### src/rtl/noise_rm_pkg.sv
// -----------------------------------------------------------------------------
// noise_rm_pkg
// Shared definitions for the noise replacement pipeline:
//   mode_e      - replacement mode encodings (median / previous clean tap)
//   MAX_TAPS    - largest supported window size
//   cnt_width() - bits needed to hold a count of 0..N
//   popcount()  - number of set bits in a flag vector (up to MAX_TAPS bits)
// -----------------------------------------------------------------------------
package noise_rm_pkg;

   typedef enum logic {
      MODE_MEDIAN     = 1'b0,
      MODE_PREV_CLEAN = 1'b1
   } mode_e;

   localparam int MAX_TAPS  = 25;
   localparam int MAX_CNT_W = 5;

   function automatic int cnt_width(input int n);
      return $clog2(n + 1);
   endfunction

   function automatic logic [MAX_CNT_W-1:0] popcount(input logic [MAX_TAPS-1:0] f);
      logic [MAX_CNT_W-1:0] c;
      c = '0;
      for (int i = 0; i < MAX_TAPS; i++) begin
         c = c + {{(MAX_CNT_W-1){1'b0}}, f[i]};
      end
      return c;
   endfunction

endpackage

### src/rtl/noise_replace_comb.sv
// -----------------------------------------------------------------------------
// noise_replace_comb
// Combinational replacement datapath for one window.
//   i_x         - window pixels, tap i at [i*PIX_W +: PIX_W]
//   i_f         - per-tap noise flags (1 = noisy)
//   i_mv        - window median
//   i_mode      - MODE_MEDIAN or MODE_PREV_CLEAN
//   o_new_x     - cleaned window
//   o_noise_cnt - number of flagged taps
//   o_all_noisy - every tap flagged
// -----------------------------------------------------------------------------
module noise_replace_comb
   import noise_rm_pkg::*;
#(
   parameter int PIX_W  = 8,
   parameter int N_TAPS = 9
) (
   input  logic [N_TAPS*PIX_W-1:0]        i_x,
   input  logic [N_TAPS-1:0]              i_f,
   input  logic [PIX_W-1:0]               i_mv,
   input  mode_e                          i_mode,
   output logic [N_TAPS*PIX_W-1:0]        o_new_x,
   output logic [cnt_width(N_TAPS)-1:0]   o_noise_cnt,
   output logic                           o_all_noisy
);

   localparam int NCW = cnt_width(N_TAPS);

   // Most recent clean tap seen while scanning upward; starts at the median so
   // a noisy run at the bottom of the window (or a fully noisy window) gets MV.
   logic [PIX_W-1:0] w_last;

   // Replacement mux chain, scanned from tap 0 upward.
   always_comb begin
      o_new_x = '0;
      w_last  = i_mv;
      for (int i = 0; i < N_TAPS; i++) begin
         if (i_f[i] == 1'b0) begin
            o_new_x[i*PIX_W +: PIX_W] = i_x[i*PIX_W +: PIX_W];
            w_last                    = i_x[i*PIX_W +: PIX_W];
         end else if (i_mode == MODE_PREV_CLEAN) begin
            o_new_x[i*PIX_W +: PIX_W] = w_last;
         end else begin
            o_new_x[i*PIX_W +: PIX_W] = i_mv;
         end
      end
   end

   assign o_noise_cnt = NCW'(popcount(MAX_TAPS'(i_f)));
   assign o_all_noisy = &i_f;

endmodule

### src/rtl/noise_replace_pipe.sv
// -----------------------------------------------------------------------------
// noise_replace_pipe
// Two-stage valid/ready pipeline replacing flagged taps of a pixel window.
//   Clk, Rst_n           - clock (rising edge), async active-low reset
//   In_Valid / In_Ready  - input handshake
//   X, F, MV, Mode       - window, noise flags, median, replacement mode
//   Out_Valid/Out_Ready  - output handshake
//   New_X                - cleaned window
//   Noise_Cnt, All_Noisy - flagged-tap count / all-flagged indication
//   Clr_Stats            - synchronous clear of the statistics counters
//   Win_Cnt              - delivered windows (wrapping)
//   Noisy_Acc            - replaced pixels (saturating)
// -----------------------------------------------------------------------------
module noise_replace_pipe
   import noise_rm_pkg::*;
#(
   parameter int PIX_W  = 8,
   parameter int N_TAPS = 9,
   parameter int CNT_W  = 32
) (
   input  logic                           Clk,
   input  logic                           Rst_n,
   input  logic                           In_Valid,
   output logic                           In_Ready,
   input  logic [N_TAPS*PIX_W-1:0]        X,
   input  logic [N_TAPS-1:0]              F,
   input  logic [PIX_W-1:0]               MV,
   input  logic                           Mode,
   output logic                           Out_Valid,
   input  logic                           Out_Ready,
   output logic [N_TAPS*PIX_W-1:0]        New_X,
   output logic [cnt_width(N_TAPS)-1:0]   Noise_Cnt,
   output logic                           All_Noisy,
   input  logic                           Clr_Stats,
   output logic [CNT_W-1:0]               Win_Cnt,
   output logic [CNT_W-1:0]               Noisy_Acc
);

   localparam int NCW = cnt_width(N_TAPS);
   localparam int AW  = CNT_W + 1;

   // Stage 1 registers
   logic                      r_v1;
   logic [N_TAPS*PIX_W-1:0]   r_x1;
   logic [N_TAPS-1:0]         r_f1;
   logic [PIX_W-1:0]          r_mv1;
   mode_e                     r_mode1;

   // Stage 2 (output) registers
   logic                      r_v2;
   logic [N_TAPS*PIX_W-1:0]   r_new_x;
   logic [NCW-1:0]            r_noise_cnt;
   logic                      r_all_noisy;

   // Statistics
   logic [CNT_W-1:0]          r_win_cnt;
   logic [CNT_W-1:0]          r_noisy_acc;

   logic                      w_en1;
   logic                      w_en2;
   logic                      w_out_hs;
   logic [N_TAPS*PIX_W-1:0]   w_new_x;
   logic [NCW-1:0]            w_noise_cnt;
   logic                      w_all_noisy;
   logic [AW-1:0]             w_acc_sum;
   logic [CNT_W-1:0]          w_acc_next;

   // A stage advances when its successor is empty or draining this cycle.
   assign w_en2    = !r_v2 || Out_Ready;
   assign w_en1    = !r_v1 || w_en2;
   assign In_Ready = w_en1;
   assign w_out_hs = r_v2 && Out_Ready;

   // Carry out of the widened sum means the accumulator would overflow.
   assign w_acc_sum  = {1'b0, r_noisy_acc} + AW'(r_noise_cnt);
   assign w_acc_next = w_acc_sum[CNT_W] ? {CNT_W{1'b1}} : w_acc_sum[CNT_W-1:0];

   noise_replace_comb #(
      .PIX_W  (PIX_W),
      .N_TAPS (N_TAPS)
   ) u_comb (
      .i_x         (r_x1),
      .i_f         (r_f1),
      .i_mv        (r_mv1),
      .i_mode      (r_mode1),
      .o_new_x     (w_new_x),
      .o_noise_cnt (w_noise_cnt),
      .o_all_noisy (w_all_noisy)
   );

   // Stage 1: capture the window on input handshake.
   always_ff @(posedge Clk or negedge Rst_n) begin
      if (!Rst_n) begin
         r_v1    <= 1'b0;
         r_x1    <= '0;
         r_f1    <= '0;
         r_mv1   <= '0;
         r_mode1 <= MODE_MEDIAN;
      end else if (w_en1) begin
         r_v1 <= In_Valid;
         if (In_Valid) begin
            r_x1    <= X;
            r_f1    <= F;
            r_mv1   <= MV;
            r_mode1 <= mode_e'(Mode);
         end
      end
   end

   // Stage 2: register the cleaned window; holds while stalled downstream.
   always_ff @(posedge Clk or negedge Rst_n) begin
      if (!Rst_n) begin
         r_v2        <= 1'b0;
         r_new_x     <= '0;
         r_noise_cnt <= '0;
         r_all_noisy <= 1'b0;
      end else if (w_en2) begin
         r_v2 <= r_v1;
         if (r_v1) begin
            r_new_x     <= w_new_x;
            r_noise_cnt <= w_noise_cnt;
            r_all_noisy <= w_all_noisy;
         end
      end
   end

   // Statistics counters; clear takes priority over a same-cycle update.
   always_ff @(posedge Clk or negedge Rst_n) begin
      if (!Rst_n) begin
         r_win_cnt   <= '0;
         r_noisy_acc <= '0;
      end else if (Clr_Stats) begin
         r_win_cnt   <= '0;
         r_noisy_acc <= '0;
      end else if (w_out_hs) begin
         r_win_cnt   <= r_win_cnt + CNT_W'(1);
         r_noisy_acc <= w_acc_next;
      end
   end

   assign Out_Valid = r_v2;
   assign New_X     = r_new_x;
   assign Noise_Cnt = r_noise_cnt;
   assign All_Noisy = r_all_noisy;
   assign Win_Cnt   = r_win_cnt;
   assign Noisy_Acc = r_noisy_acc;

endmodule
### config.mk
export PLATFORM = sky130hd
export DESIGN_NAME = noise_replace_pipe
export DESIGN_NICKNAME = d
export VERILOG_FILES = /design/src/rtl/noise_rm_pkg.sv /design/src/rtl/noise_replace_comb.sv /design/src/rtl/noise_replace_pipe.sv
export SDC_FILE = /design/constraint.sdc
export NUM_CORES = 1
export LEC_CHECK = 0
export ABC_AREA = 1
export CAP_MARGIN = 20
export CORE_MARGIN = 2
export CORE_UTILIZATION = 47
export DETAILED_ROUTE_END_ITERATION = 8
export GPL_TIMING_DRIVEN = 0
export PLACE_DENSITY = 0.77
export SYNTH_ARGS = -nofsm -noshare
export SYNTH_HDL_FRONTEND = slang
export SYNTH_SLANG_ARGS = --single-unit
### constraint.sdc
create_clock -name Clk -period 3 [get_ports Clk]
set_clock_uncertainty 0.05 [all_clocks]
set_input_delay 0.6 -clock Clk [delete_from_list [all_inputs] [get_ports Clk]]
set_output_delay 0.6 -clock Clk [all_outputs]
set_load 0.02 [all_outputs]
### After elaboration in Yosys (flattened, before gate mapping)

Index checks and enable logic that the tools add are counted.
W data, S select, Z words.

* logic and storage cells: 59
* bits of input ports: 95
* output and inout bits: 143
* memory bits (read-only): 0
* flip-flop bits (word level): 233
* bits in writable memories: 0
* memories: 0
* bits in latches: 0

* add/subtract/negate cells: 10
* div/mod/pow operators: 0
* shift operators: 0
* reduce and logical (&&, ||, !) cells: 9
* equality and inequality tests: 0
* bitwise logic cells: 0
* multipliers: 0
* order comparisons: 0
* muxes and demuxes: 29

Operators with widths (count)
* $mux W8: 24
* $mux W32: 5
* $add A32 B4 Y33: 1
* $add A32 B1 Y32 const B: 1
* $add A4 B1 Y4: 7
* $reduce_and A9 Y1: 1
* $reduce_and A2 Y1: 2
* $add A1 B1 Y2: 1
* $logic_not A1 Y1: 2
* $logic_or A1 B1 Y1: 2
* $reduce_bool A2 Y1: 1
* $logic_and A1 B1 Y1: 1

### Logic depth before layout (Yosys ltp)

* depth after elaboration: 10
* gate-level depth with buffers: 20
* mapped depth without buffers: 19

### By module

From an unflattened synthesis, not the netlist that was laid out.

* cells, all modules: 1379
* area, all modules: 12729.7 µm²

By module, submodules not included
* noise_replace_pipe: sequential area each 5830.6 µm², area each 10645.2 µm², cells each 1006, instances 1
* noise_replace_comb: sequential area each 0.0 µm², area each 2084.5 µm², cells each 373, instances 1

### Least setup slack after synthesis

Ideal clock, no wire load.

* kind: register to register
* start point: register r_f1[4]
* end point: register r_noise_cnt[2] (netlist: Noise_Cnt[2])
* buffers on the path: 2
* cell stages (with the launch flop): 12
* data arrival time: 3093 ps
* library setup time: 83 ps
* clock period less this slack: 3226 ps
* required time: 2867 ps
* path slack: -226 ps
* cells stage by stage: dfrtp_1 -> buf_2 -> clkinv_1 -> buf_2 -> fa_1 -> fa_1 -> fa_1 -> inv_1 -> ha_1 -> fa_1 -> xor2_1 -> o21ai_0

* cells in the longest elaborated chain, start to end: 5

Ends and longest elaborated chain
* from (decl): RTL line noise_replace_pipe.sv:45 `logic [N_TAPS-1:0] r_f1;`
* from (signal assigned): RTL line noise_replace_pipe.sv:96 `r_f1 <= '0;`
* from (signal assigned): RTL line noise_replace_pipe.sv:103 `r_f1 <= F;`
* $add A4 B1 Y4 (5 in a row): RTL line noise_rm_pkg.sv:27 `c = c + {{(MAX_CNT_W-1){1'b0}}, f[i]};`
* to (signal assigned): RTL line noise_replace_pipe.sv:121 `r_noise_cnt <= w_noise_cnt;`
* to (decl): RTL line noise_replace_pipe.sv:52 `logic [NCW-1:0] r_noise_cnt;`

Every way passes these cells.
A chain may end at the register's enable or synchronous reset.

### Worst setup path after layout

* start point: register r_f1[0]
* end point: register r_noise_cnt[1] (netlist: Noise_Cnt[1])

* cells in the longest elaborated chain, start to end: 8

Ends and longest elaborated chain
* $add A1 B1 Y2: RTL line noise_rm_pkg.sv:27
* $add A4 B1 Y4 (7 in a row): RTL line noise_rm_pkg.sv:27
* net u_comb.o_noise_cnt[1]: RTL line noise_replace_comb.sv:23 `output logic [cnt_width(N_TAPS)-1:0] o_noise_cnt,`

The timed path passes the listed nets, and every way through them passes these cells.

==> impl_results.md <==
- Outcome: finished with violations
- Violations in the final reports: setup timing
- Relative slew slack: 38.9%
- Crit path max-delay family: adder cells
- Synth Flop Type: dfrtp_1
- CP most frequent cell: fa_1
- DRC errors left: 0
- R2R cell count: 10
- Die area: approximately 27,000 µm²
- Initial antenna violation count: 0
- GPL Wtd Cong: around 0.98
- Cells along the critical path: ha_1, inv_2, fa_1, fa_1, fa_1, inv_1, ha_2, fa_2, nand2_1, nand2_1
- CP bufs+invs: 2
- Tcrit/Tclk final: 104%
- Fmax: 0.319 GHz
- Final antenna-violating net count: 0
- Setup ws final: -134 ps
- Pleak: slightly above 7 nW
- CTS Sinks: 233
- Max Slew Vio Count: 0
- First-pass GRT wire length: a little under 60,000 µm
- CTS tree: built
- Largest net degree at the start of global routing: roughly 120
- P per Cell Area: roughly 710 nW/µm²
- CP startpoint: r_f1[0]$_DFFE_PN0P_
- Layout cells sized above 1: about a tenth
- CP Capture Type: flop
- Root buffer cell: clkbuf_16
- Crit-path max cell delay: roughly 500 ps
- Placed inst area: 14,900 µm²
- Levels on crit path: 10
- P&R area growth vs syn: 30.2%
- Core ar.: approximately 25,000 µm²
- Avg WL per Cell: roughly 18 µm
- Synth Area per Inst: just over 8 µm²
- Die width: ~160 µm
- Number of buffers added on ports: 236
- Ys async rst share: between 90% and 100%
- Worst endpoint required time: 3410 ps
- Ant diodes: 0
- Gr ovfl total: 0
- Hold Crit Class: in -> async
- Critical path arrival: 3540 ps
- CP max-delay cell: fa_2
- RR Startpoint: r_f1[0]$_DFFE_PN0P_
- Largest fanout on the critical path: 2
- Final hold violations: 0
- Vias in the first global route: 11.2k
- Longest Clk Path Bufs: 3
- RSZ-0062 raised after global routing: yes
- GRT Util Overall: 28.2%
- Cell variety after synth: 46
- Seq/Total Area, Yosys: just under 50%
- Boundary Pins: ~240
- Row count: between 50 and 60
- Setup violations, final: 2
- Total Nets Final: 1,838
- Max-cap violations: 0
- Number of synthesized flops with an enable pin: 0
- Reg clk slew, reported paths: approximately 60 ps
- Post-route design area: roughly 16,000 µm²
- Via count: 11.4k
- Period minus WS final: 3130 ps
- Post-Syn Area: around 12,000 µm²
- Peak supply drop: ~0.00052 V
- Final hold slack: approximately 66 ps
- Seq cells post-synth: 233
- Detailed router's first-iteration violation count: around 1.2k
- Initial Util: between 40 and 50%
- Insertion delay to the later sink of the worst-skew pair: roughly 550 ps
- Num CTS Buffers: 26
- Gate count of the mapped netlist: between 1k and 1.5k
- Post-DP HPWL: 28,000 µm
- Most frequent cells in the layout: 325 x nand2_1, 235 x clkdlybuf4s50_1, 233 x dfrtp_1
- Crit start category: flop
- Die height: roughly 160 µm
- Final wirelength: approximately 38,000 µm
- TritonRoute pass-1 iters: 6
- Setup CP Type: reg -> reg
- Worst Tran Pin Value: approximately 920 ps
- Commonest non-fill, non-tap cell in the layout: nand2_1
- H-tree depth: 1
- Synth warn: 0
- Syn_nets: 1,572
- Drt via density: ~5.5
[Yosys cell counts, drive strengths merged, types with 2 or more instances]
| master | count | area [µm²] |
|---|---|---|
| o21ai | 78 | 390 |
| inv | 131 | 497 |
| a211oi | 27 | 203 |
| ha | 11 | 138 |
| a31oi | 21 | 138 |
| or2 | 4 | 25.0 |
| clkbuf | 25 | 93.8 |
| clkinv | 3 | 11.3 |
| buf | 41 | 234 |
| nand4 | 13 | 93.8 |
| mux2 | 49 | 552 |
| fa | 6 | 120 |
| o22ai | 6 | 37.5 |
| nand3 | 59 | 295 |
| nand3b | 2 | 15.0 |
| xor2 | 13 | 114 |
| o21a | 6 | 45.0 |
| nand2 | 332 | 1270 |
| and3 | 2 | 12.5 |
| a22o | 3 | 26.3 |
| dfrtp | 233 | 5830 |
| a21oi | 147 | 747 |
| o2111ai | 4 | 35.0 |
| nor4 | 6 | 37.5 |
| nor3 | 32 | 186 |
| nor2 | 202 | 861 |
[sequential cells by signal, indices dropped and copies added (netlist names)]
register and count:
Noisy_Acc 32, r_v1 1, r_mv1 8, Out_Valid 1
r_mode1 1, Win_Cnt 32, r_x1 72, r_f1 9
New_X 72, All_Noisy 1, Noise_Cnt 4
[final cells by class]
type | instances | area, µm²
tap | 330 | 413
clock inverter | 5 | 40.0
timing repair buffer | 240 | 2420
clock buffer | 38 | 756
sequential | 233 | 5830
buffer | 64 | 328
fill | 2150 | 9500
multi-input combinational | 1027 | 5390
inverter | 134 | 515
[metrics by stage]
stage               utilization, %  std cells  setup WS (ps)  total power [mW]  setup TNS (ps)
floorplan                        -       1460          -73.8              6.30            -135
global placement              58.9       2026          -8740              8.02        -2035670
detailed placement            59.1       2027           -267              8.11           -2520
CTS                           62.3       2072           -173              11.2            -371
global route                  62.3       2071           -213              11.7            -510
finish                        62.3       2071           -134              11.2            -232
[power by group]
part | switching (mW) | internal [mW] | total (mW)
Sequential | 0.509 | 3.77 | 4.28
Clock | 1.28 | 1.73 | 3.02
Combinational | 2.26 | 1.63 | 3.89
Total | 4.05 | 7.13 | 11.2
[timing repair]
item,CTS,global route
resized for setup,5,0
gates cloned,0,0
buffers inserted,3,0
endpoints found under the setup margin,3,3
hold buffers,0,0
pin swaps,1,1
[cell families after synthesis]
| family | share of synthesized area [%] |
|---|---|
| adders and majority gates | 2.14 |
| DFF | 48.4 |
| muxes | 4.58 |
| buffers and inverters | 6.94 |
| AOI/OAI and AO/OA | 13.7 |
| xor gates and xnor gates | 0.945 |
| and+or+nand+nor | 23.3 |
[worst reg2reg max path, delay by kind of cell (launching register included)]
family | cells | cell delay (ps)
flops | 1 | 380
simple gates | 2 | 140
buf+inv | 2 | 80
fa+ha+maj | 6 | 2390
[layer usage]
layer  part of all wire [%]  global-route usage (%)  vias up
li1                       -                       -     5340
met3                    8.4                    5.03       94
met4                    3.5                    9.21        0
met2                     47                    47.0      537
met5                      0                       0        -
met1                     41                    37.4     5414
[path summary, 6_finish.rpt]
path	endpoint	slack, ps
worst max register to register	Noise_Cnt[1]$_DFFE_PN0P_	-130
max in group asynchronous	r_x1[58]$_DFFE_PN0P_	1750
worst min-delay path	Noisy_Acc[26]$_DFFE_PN0P_	70
worst max-delay path	Noise_Cnt[1]$_DFFE_PN0P_	-130
min in group Clk	New_X[47]$_DFFE_PN0P_	440
worst min register to register	New_X[47]$_DFFE_PN0P_	440
(Power assumes the default switching activity.)
